## src/rtl/csr_stream_bridge_pkg.sv

```systemverilog
// ============================================================================
// csr_stream_bridge_pkg : shared register map and STATUS bit positions
// Rev 1.0
// ============================================================================
`default_nettype none

package csr_stream_bridge_pkg;

  localparam int c_csr_w  = 8;
  localparam int c_word_w = 16;

  // Register offsets within the bank (csr_adr[3:0])
  localparam logic [3:0] c_ofs_status    = 4'h0;
  localparam logic [3:0] c_ofs_rx_level  = 4'h1;
  localparam logic [3:0] c_ofs_rx_data_l = 4'h2;
  localparam logic [3:0] c_ofs_rx_data_h = 4'h3;
  localparam logic [3:0] c_ofs_tx_data_l = 4'h4;
  localparam logic [3:0] c_ofs_tx_data_h = 4'h5;
  localparam logic [3:0] c_ofs_ctrl      = 4'h6;
  localparam logic [3:0] c_ofs_tx_level  = 4'h7;

  // STATUS bit positions
  localparam int c_st_rx_empty = 0;
  localparam int c_st_rx_full  = 1;
  localparam int c_st_tx_empty = 2;
  localparam int c_st_tx_full  = 3;
  localparam int c_st_tx_ovf   = 4;

  // CTRL bit positions
  localparam int c_ctrl_rx_pop  = 0;
  localparam int c_ctrl_ovf_clr = 1;
  localparam int c_ctrl_flush   = 2;

endpackage

`default_nettype wire

```

## src/rtl/csr_stream_bridge_fifo_sync.sv

```systemverilog
// ============================================================================
// fifo_sync : single-clock FIFO with level count and synchronous flush
// Rev 1.0
// ============================================================================
`default_nettype none

module fifo_sync #(
  parameter int DEPTH_LOG2 = 4,
  parameter int WIDTH      = 16
) (
  input  logic                  clk,
  input  logic                  rst_n,
  input  logic                  push,
  input  logic                  pop,
  input  logic                  flush,
  input  logic [WIDTH-1:0]      din,
  output logic [WIDTH-1:0]      dout,
  output logic [DEPTH_LOG2:0]   level,
  output logic                  empty,
  output logic                  full
);

  localparam int c_depth = 1 << DEPTH_LOG2;

  logic [WIDTH-1:0]      r_mem [c_depth];
  logic [DEPTH_LOG2-1:0] r_wr_ptr;
  logic [DEPTH_LOG2-1:0] r_rd_ptr;
  logic [DEPTH_LOG2:0]   r_level;
  logic                  w_push;
  logic                  w_pop;

  assign empty  = (r_level == '0);
  assign full   = (r_level == (DEPTH_LOG2+1)'(c_depth));
  assign w_push = push & ~full;
  assign w_pop  = pop & ~empty;
  assign level  = r_level;
  assign dout   = r_mem[r_rd_ptr];

  // Flush overrides any same-cycle push or pop
  always_ff @(posedge clk or negedge rst_n) begin
    if (!rst_n) begin
      r_wr_ptr <= '0;
      r_rd_ptr <= '0;
      r_level  <= '0;
    end else if (flush) begin
      r_wr_ptr <= '0;
      r_rd_ptr <= '0;
      r_level  <= '0;
    end else begin
      if (w_push) r_wr_ptr <= r_wr_ptr + 1'b1;
      if (w_pop)  r_rd_ptr <= r_rd_ptr + 1'b1;
      case ({w_push, w_pop})
        2'b10:   r_level <= r_level + 1'b1;
        2'b01:   r_level <= r_level - 1'b1;
        default: r_level <= r_level;
      endcase
    end
  end

  always_ff @(posedge clk) begin
    if (w_push && !flush) r_mem[r_wr_ptr] <= din;
  end

endmodule

`default_nettype wire

```

## src/rtl/csr_stream_bridge.sv

```systemverilog
// ============================================================================
// csr_stream_bridge : CSR-mapped rx/tx word FIFOs between GPMC host and datapath
// Rev 1.0
// ============================================================================
`default_nettype none

module csr_stream_bridge
  import csr_stream_bridge_pkg::*;
#(
  parameter logic [3:0] BANK       = 4'h1,
  parameter int         DEPTH_LOG2 = 4
) (
  input  logic                 sys_clk,
  input  logic                 sys_rst,
  input  logic [13:0]          csr_adr,
  input  logic                 csr_we,
  input  logic [c_csr_w-1:0]   csr_dat_w,
  output logic [c_csr_w-1:0]   csr_dat_r,
  input  logic                 sink_stb,
  output logic                 sink_ack,
  input  logic [c_word_w-1:0]  sink_data,
  output logic                 src_stb,
  input  logic                 src_ack,
  output logic [c_word_w-1:0]  src_data
);

  logic                  w_sel;
  logic [3:0]            w_ofs;
  logic                  w_wr;
  logic                  w_ctrl_wr;
  logic                  w_tx_push;
  logic                  w_rx_pop;
  logic                  w_flush;
  logic                  w_ovf_set;
  logic                  w_ovf_clr;
  logic                  w_unused_adr;
  logic [c_word_w-1:0]   w_rx_head;
  logic [DEPTH_LOG2:0]   w_rx_level;
  logic [DEPTH_LOG2:0]   w_tx_level;
  logic                  w_rx_empty, w_rx_full, w_tx_empty, w_tx_full;
  logic [c_csr_w-1:0]    w_status;
  logic [c_csr_w-1:0]    w_rd_data;
  logic [c_csr_w-1:0]    r_hold;
  logic                  r_tx_ovf;
  logic [c_csr_w-1:0]    r_dat_r;

  assign w_sel        = (csr_adr[13:10] == BANK);
  assign w_ofs        = csr_adr[3:0];
  assign w_unused_adr = ^csr_adr[9:4];
  assign w_wr         = csr_we & w_sel;
  assign w_ctrl_wr    = w_wr & (w_ofs == c_ofs_ctrl);
  assign w_tx_push    = w_wr & (w_ofs == c_ofs_tx_data_h);
  assign w_rx_pop     = w_ctrl_wr & csr_dat_w[c_ctrl_rx_pop];
  assign w_flush      = w_ctrl_wr & csr_dat_w[c_ctrl_flush];
  assign w_ovf_clr    = w_ctrl_wr & csr_dat_w[c_ctrl_ovf_clr];
  assign w_ovf_set    = w_tx_push & w_tx_full;

  assign sink_ack  = ~w_rx_full;
  assign src_stb   = ~w_tx_empty;
  assign csr_dat_r = r_dat_r;

  fifo_sync #(.DEPTH_LOG2(DEPTH_LOG2), .WIDTH(c_word_w)) u_rx_fifo (
    .clk   (sys_clk),
    .rst_n (sys_rst),
    .push  (sink_stb),
    .pop   (w_rx_pop),
    .flush (w_flush),
    .din   (sink_data),
    .dout  (w_rx_head),
    .level (w_rx_level),
    .empty (w_rx_empty),
    .full  (w_rx_full)
  );

  fifo_sync #(.DEPTH_LOG2(DEPTH_LOG2), .WIDTH(c_word_w)) u_tx_fifo (
    .clk   (sys_clk),
    .rst_n (sys_rst),
    .push  (w_tx_push),
    .pop   (src_ack),
    .flush (w_flush),
    .din   ({csr_dat_w, r_hold}),
    .dout  (src_data),
    .level (w_tx_level),
    .empty (w_tx_empty),
    .full  (w_tx_full)
  );

  always_comb begin
    w_status                = '0;
    w_status[c_st_rx_empty] = w_rx_empty;
    w_status[c_st_rx_full]  = w_rx_full;
    w_status[c_st_tx_empty] = w_tx_empty;
    w_status[c_st_tx_full]  = w_tx_full;
    w_status[c_st_tx_ovf]   = r_tx_ovf;
  end

  // RX_DATA reads return zero rather than stale memory when rx is empty
  always_comb begin
    w_rd_data = '0;
    if (w_sel) begin
      case (w_ofs)
        c_ofs_status:    w_rd_data = w_status;
        c_ofs_rx_level:  w_rd_data = c_csr_w'(w_rx_level);
        c_ofs_rx_data_l: w_rd_data = w_rx_empty ? '0 : w_rx_head[7:0];
        c_ofs_rx_data_h: w_rd_data = w_rx_empty ? '0 : w_rx_head[15:8];
        c_ofs_tx_level:  w_rd_data = c_csr_w'(w_tx_level);
        default:         w_rd_data = '0;
      endcase
    end
  end

  always_ff @(posedge sys_clk or negedge sys_rst) begin
    if (!sys_rst) begin
      r_hold   <= '0;
      r_tx_ovf <= 1'b0;
      r_dat_r  <= '0;
    end else begin
      r_dat_r <= w_rd_data;
      if (w_flush)
        r_hold <= '0;
      else if (w_wr && (w_ofs == c_ofs_tx_data_l))
        r_hold <= csr_dat_w;
      // A same-cycle overflow wins over the clear
      if (w_ovf_set)
        r_tx_ovf <= 1'b1;
      else if (w_ovf_clr)
        r_tx_ovf <= 1'b0;
    end
  end

endmodule

`default_nettype wire

```

## config.mk

```make
export PLATFORM = sky130hd
export DESIGN_NAME = csr_stream_bridge
export DESIGN_NICKNAME = d
export VERILOG_FILES = /design/src/rtl/csr_stream_bridge_pkg.sv /design/src/rtl/csr_stream_bridge_fifo_sync.sv /design/src/rtl/csr_stream_bridge.sv
export SDC_FILE = /design/constraint.sdc
export NUM_CORES = 1
export LEC_CHECK = 0
export ABC_AREA = 1
export ABC_CLOCK_PERIOD_IN_PS = 2200
export CORE_MARGIN = 1
export CORE_UTILIZATION = 55
export DETAILED_ROUTE_END_ITERATION = 7
export PLACE_DENSITY = 0.81
export RECOVER_POWER = 25
export SLEW_MARGIN = 20
export SYNTH_ARGS = -nofsm -noshare
export SYNTH_HDL_FRONTEND = slang
export SYNTH_SLANG_ARGS = --single-unit
```

## constraint.sdc

```tcl
create_clock -name sys_clk -period 2.2 [get_ports sys_clk]
set_input_delay 0.44 -clock sys_clk [delete_from_list [all_inputs] [get_ports sys_clk]]
set_output_delay 0.44 -clock sys_clk [all_outputs]
set_load 0.02 [all_outputs]
```

==> impl_metrics.csv <==
group,metric,value,unit
timing,post-route-period-util,128.6,%
clock_tree,cts.sinks,555,
synthesis,synth_common_cells,"edfxtp_1 (512), nand2_1 (454), nor2_1 (243)",
routing,antenna_left,0,
floorplanning,boundaryPins,69,
setup_path,worstRegToRegCells,16,
synthesis,synth_nets,2086,
placement,dp_slack,-0.5181,ns
global_route,grt_overflow,0,
timing,worst_clock_skew,0.02975,ns
synthesis,ys.flop_type,"edfxtp_1",
timing,final-setup-viol-count,16,
hold_path,worstHoldEndpoint,"r_tx_ovf$_DFFE_PN0P_",
placement,post-dp-hpwl,34450,um
timing,setup_tns,-9.003,ns
synthesis,synth_top_area_share,65.90,%
global_route,antenna_found_initial,0,
routing,finalWirelength,61040,um
floorplanning,num_rows,75,
finish,drive_above_1_share,16.71,%
flow_run,maxCapViolations,1,
power_and_ir_drop,comb_power_share,32.2,%
finish,multi_input_area,6156,um^2
timing,final_hold_viol_count,0,
clock_tree,worstSkewPairLatency,0.61,ns
synthesis,avgSynthCellArea,11.52,um^2
status,failed_checks,"capacitance limit, setup timing",
timing,rsz0062_at_grt,"yes",
setup_path,crit_path_start_kind,"register",
power_and_ir_drop,switching_share,32.49,%
power_and_ir_drop,p_int,21.12,mW
power_and_ir_drop,pwr-share-seq,40.0,%
finish,nFillCells,2670,
power_and_ir_drop,power.share.clock,27.8,%
routing,first_pass_iters,6,
clock_tree,htreeDepth,2,
timing,whs,0.5444,ns
synthesis,ys_ff_latch,555,
hold_path,whs_path_depth,2,
synthesis,yosys_warnings,0,
synthesis,synth-seq-area-share,70.51,%
floorplanning,core,41850,um^2
clock_tree,cts_buffers,52,
synthesis,synth_area_leaders,"edfxtp_1 (66%), nand2_1 (7.3%), dfrtp_1 (4.6%)",
synthesis,netlist_instances,2026,
floorplanning,initial_core_util,55.75,%
timing,fmax,353.6,MHz
global_route,grt_pass1_vias,16710,
global_route,grt_max_degree,109,
synthesis,ys_types,39,
finish,final_util,67.56,%
setup_path,end_kind,"output pin",
hold_path,hold_path_class,"register to register",
power_and_ir_drop,vdd_drop_max,0.8295,mV
routing,drc,0,
synthesis,synth_area,23330,um^2
timing,relSlewSlack,0.1913,%
routing,vias_per_cell,6.006,
timing,worst_pin_slew,1.497,ns
floorplanning,die_h,208.0,um
power_and_ir_drop,leakage,10.89,nW
synthesis,synth.most_common_cell,"edfxtp_1",
finish,ff_latch_area,16460,um^2
global_route,grt_pass1_wl,91240,um
floorplanning,die-area,43250,um^2
placement,gp_congestion,0.8841,
timing,report.final.slew_viol_count,0,
routing,drt-initial-drc-count,2159,
global_route,track_usage,27.34,%
routing,num_vias,16860,
hold_path,worstHoldStart,"r_tx_ovf$_DFFE_PN0P_",
finish,syn2layout_area_growth,21.19,%
synthesis,synth_edf_count,512,
placement,io_buffers,62,
synthesis,yosysTopAreaCell,"edfxtp_1",
clock_tree,cts_root_buffer,"clkbuf_16",
setup_path,critPathMaxFanout,16,
floorplanning,die_x,208.0,um
clock_tree,cts_tree,"done",
power_and_ir_drop,netSwitchingPower,10.17,mW
setup_path,cp.arrival,2.39,ns
synthesis,async_reset_ff_share,7.748,%
setup_path,path_class,"register to output pin",
power_and_ir_drop,power.density,1107,nW/um^2
finish,nets,2285,
setup_path,timing.rr.start,"u_tx_fifo.level[1]$_DFFE_PN0P_",
status,status,"finished with violations",
timing,min_period,2.828,ns
finish,diodes,0,
clock_tree,clkTransAtPathRegs,0.06,ns
clock_tree,clk_path_buf_depth,3,
setup_path,cp.required,1.76,ns
timing,worst_slack,-0.6282,ns
setup_path,regToRegSetupSlack,0.07,ns
setup_path,r2r-end,"u_tx_fifo.level[4]$_DFFE_PN0P_",
routing,avgRoutedWirePerCell,21.74,um
==> power by group through the flow <==
stage          clock network (mW)  logic (mW)  registers, mW
5_1_grt                      9.10        10.8           12.6
2_1_floorplan                   0        4.80           12.6
6_report                     8.68        10.1           12.5
4_1_cts                      8.66        9.23           12.5
3_3_place_gp                    0        7.89           12.6
3_5_place_dp                    0        8.17           12.7
==> layout make-up <==
class                      instances  share of cell area, %
multi-input combinational       1215                  21.77
clock buffer                      73                  5.133
inverter                         153                  2.098
tap                              539                  2.385
sequential                       555                  58.23
clock inverter                    24                 0.6726
timing repair inverter             1                0.03098
timing repair buffer             247                  9.678
==> per-stage QoR <==
step,power (mW),cell area [um^2],cells
CTS,30.38,28000,2792
finish,31.29,28270,2807
floorplan,17.38,23390,2026
global route,32.42,28270,2807
global placement,20.53,25940,2677
detailed placement,20.84,25940,2677
==> critical path, stage by stage, from the launching register on <==
cell and delay [ns]:
dfrtp_4 0.58, buf_12 0.19, buf_12 0.15, o21ai_0 0.34
o221ai_2 0.15, nand3_2 0.14, nand2_2 0.08, buf_6 0.13
==> cells in the final DEF (no fill, tap or decap), types with 47 or more instances in the layout <==
master,instances
inv_1,140
edfxtp_1,512
nand2_1,443
clkbuf_16,55
o21ai_0,88
o21ai_1,61
nand3_1,193
buf_12,47
nor2_1,194
buf_4,111
==> per-layer routing <==
metal  part of all wire [%]  wire, um  GRT usage, %  vias to the layer above
met5                      0         0             0                        -
met4                    4.3      2621         12.64                        0
met3                    9.4      5721         5.026                      215
met2                     50     30340         46.15                     1075
met1                     37     22350         34.47                     8143
li1                       -         -             -                     7426
==> kinds of logic after synthesis <==
logic type	Yosys count	synth area share, %
muxes	28	1.201
AOI/OAI and AO/OA	238	6.006
buffers and inverters	256	4.569
DFF	555	70.51
xor gates and xnor gates	8	0.3003
adders and majority gates	17	0.9438
and+or+nand+nor	924	16.47
==> state kept, by name (all words and copies together), names as in the netlist <==
register and count:
csr_dat_r 8, r_hold 8, r_tx_ovf 1, u_rx_fifo.level 5
u_rx_fifo.r_mem 256, u_rx_fifo.r_rd_ptr 4, u_rx_fifo.r_wr_ptr 4, u_tx_fifo.level 5
u_tx_fifo.r_mem 256, u_tx_fifo.r_rd_ptr 4, u_tx_fifo.r_wr_ptr 4
==> worst max path at each step <==
stage | from | slack [ns] | cells after the start | endpoint
after CTS | u_tx_fifo.r_rd_ptr[0]$_DFFE_PN0P_ | -0.56 | 8 | src_data[12]
after floorplan | csr_adr[11] | -0.16 | 16 | u_rx_fifo.level[4]$_DFFE_PN0P_
after global placement | csr_adr[11] | -0.52 | 16 | u_rx_fifo.level[4]$_DFFE_PN0P_
final | u_tx_fifo.r_rd_ptr[0]$_DFFE_PN0P_ | -0.63 | 7 | src_data[12]
after detailed placement | csr_adr[11] | -0.52 | 16 | u_rx_fifo.level[4]$_DFFE_PN0P_
after global routing | u_tx_fifo.r_rd_ptr[0]$_DFFE_PN0P_ | -0.73 | 8 | src_data[12]
==> timing repair <==
action,4_1_cts,5_1_grt
buffers inserted,10,15
gates cloned,7,2
pin swaps,38,44
setup endpoints to repair,18,47
hold buffers,1,0
hold endpoints to repair,19,0
gates resized for setup,164,67
(Power assumes the default switching activity.)
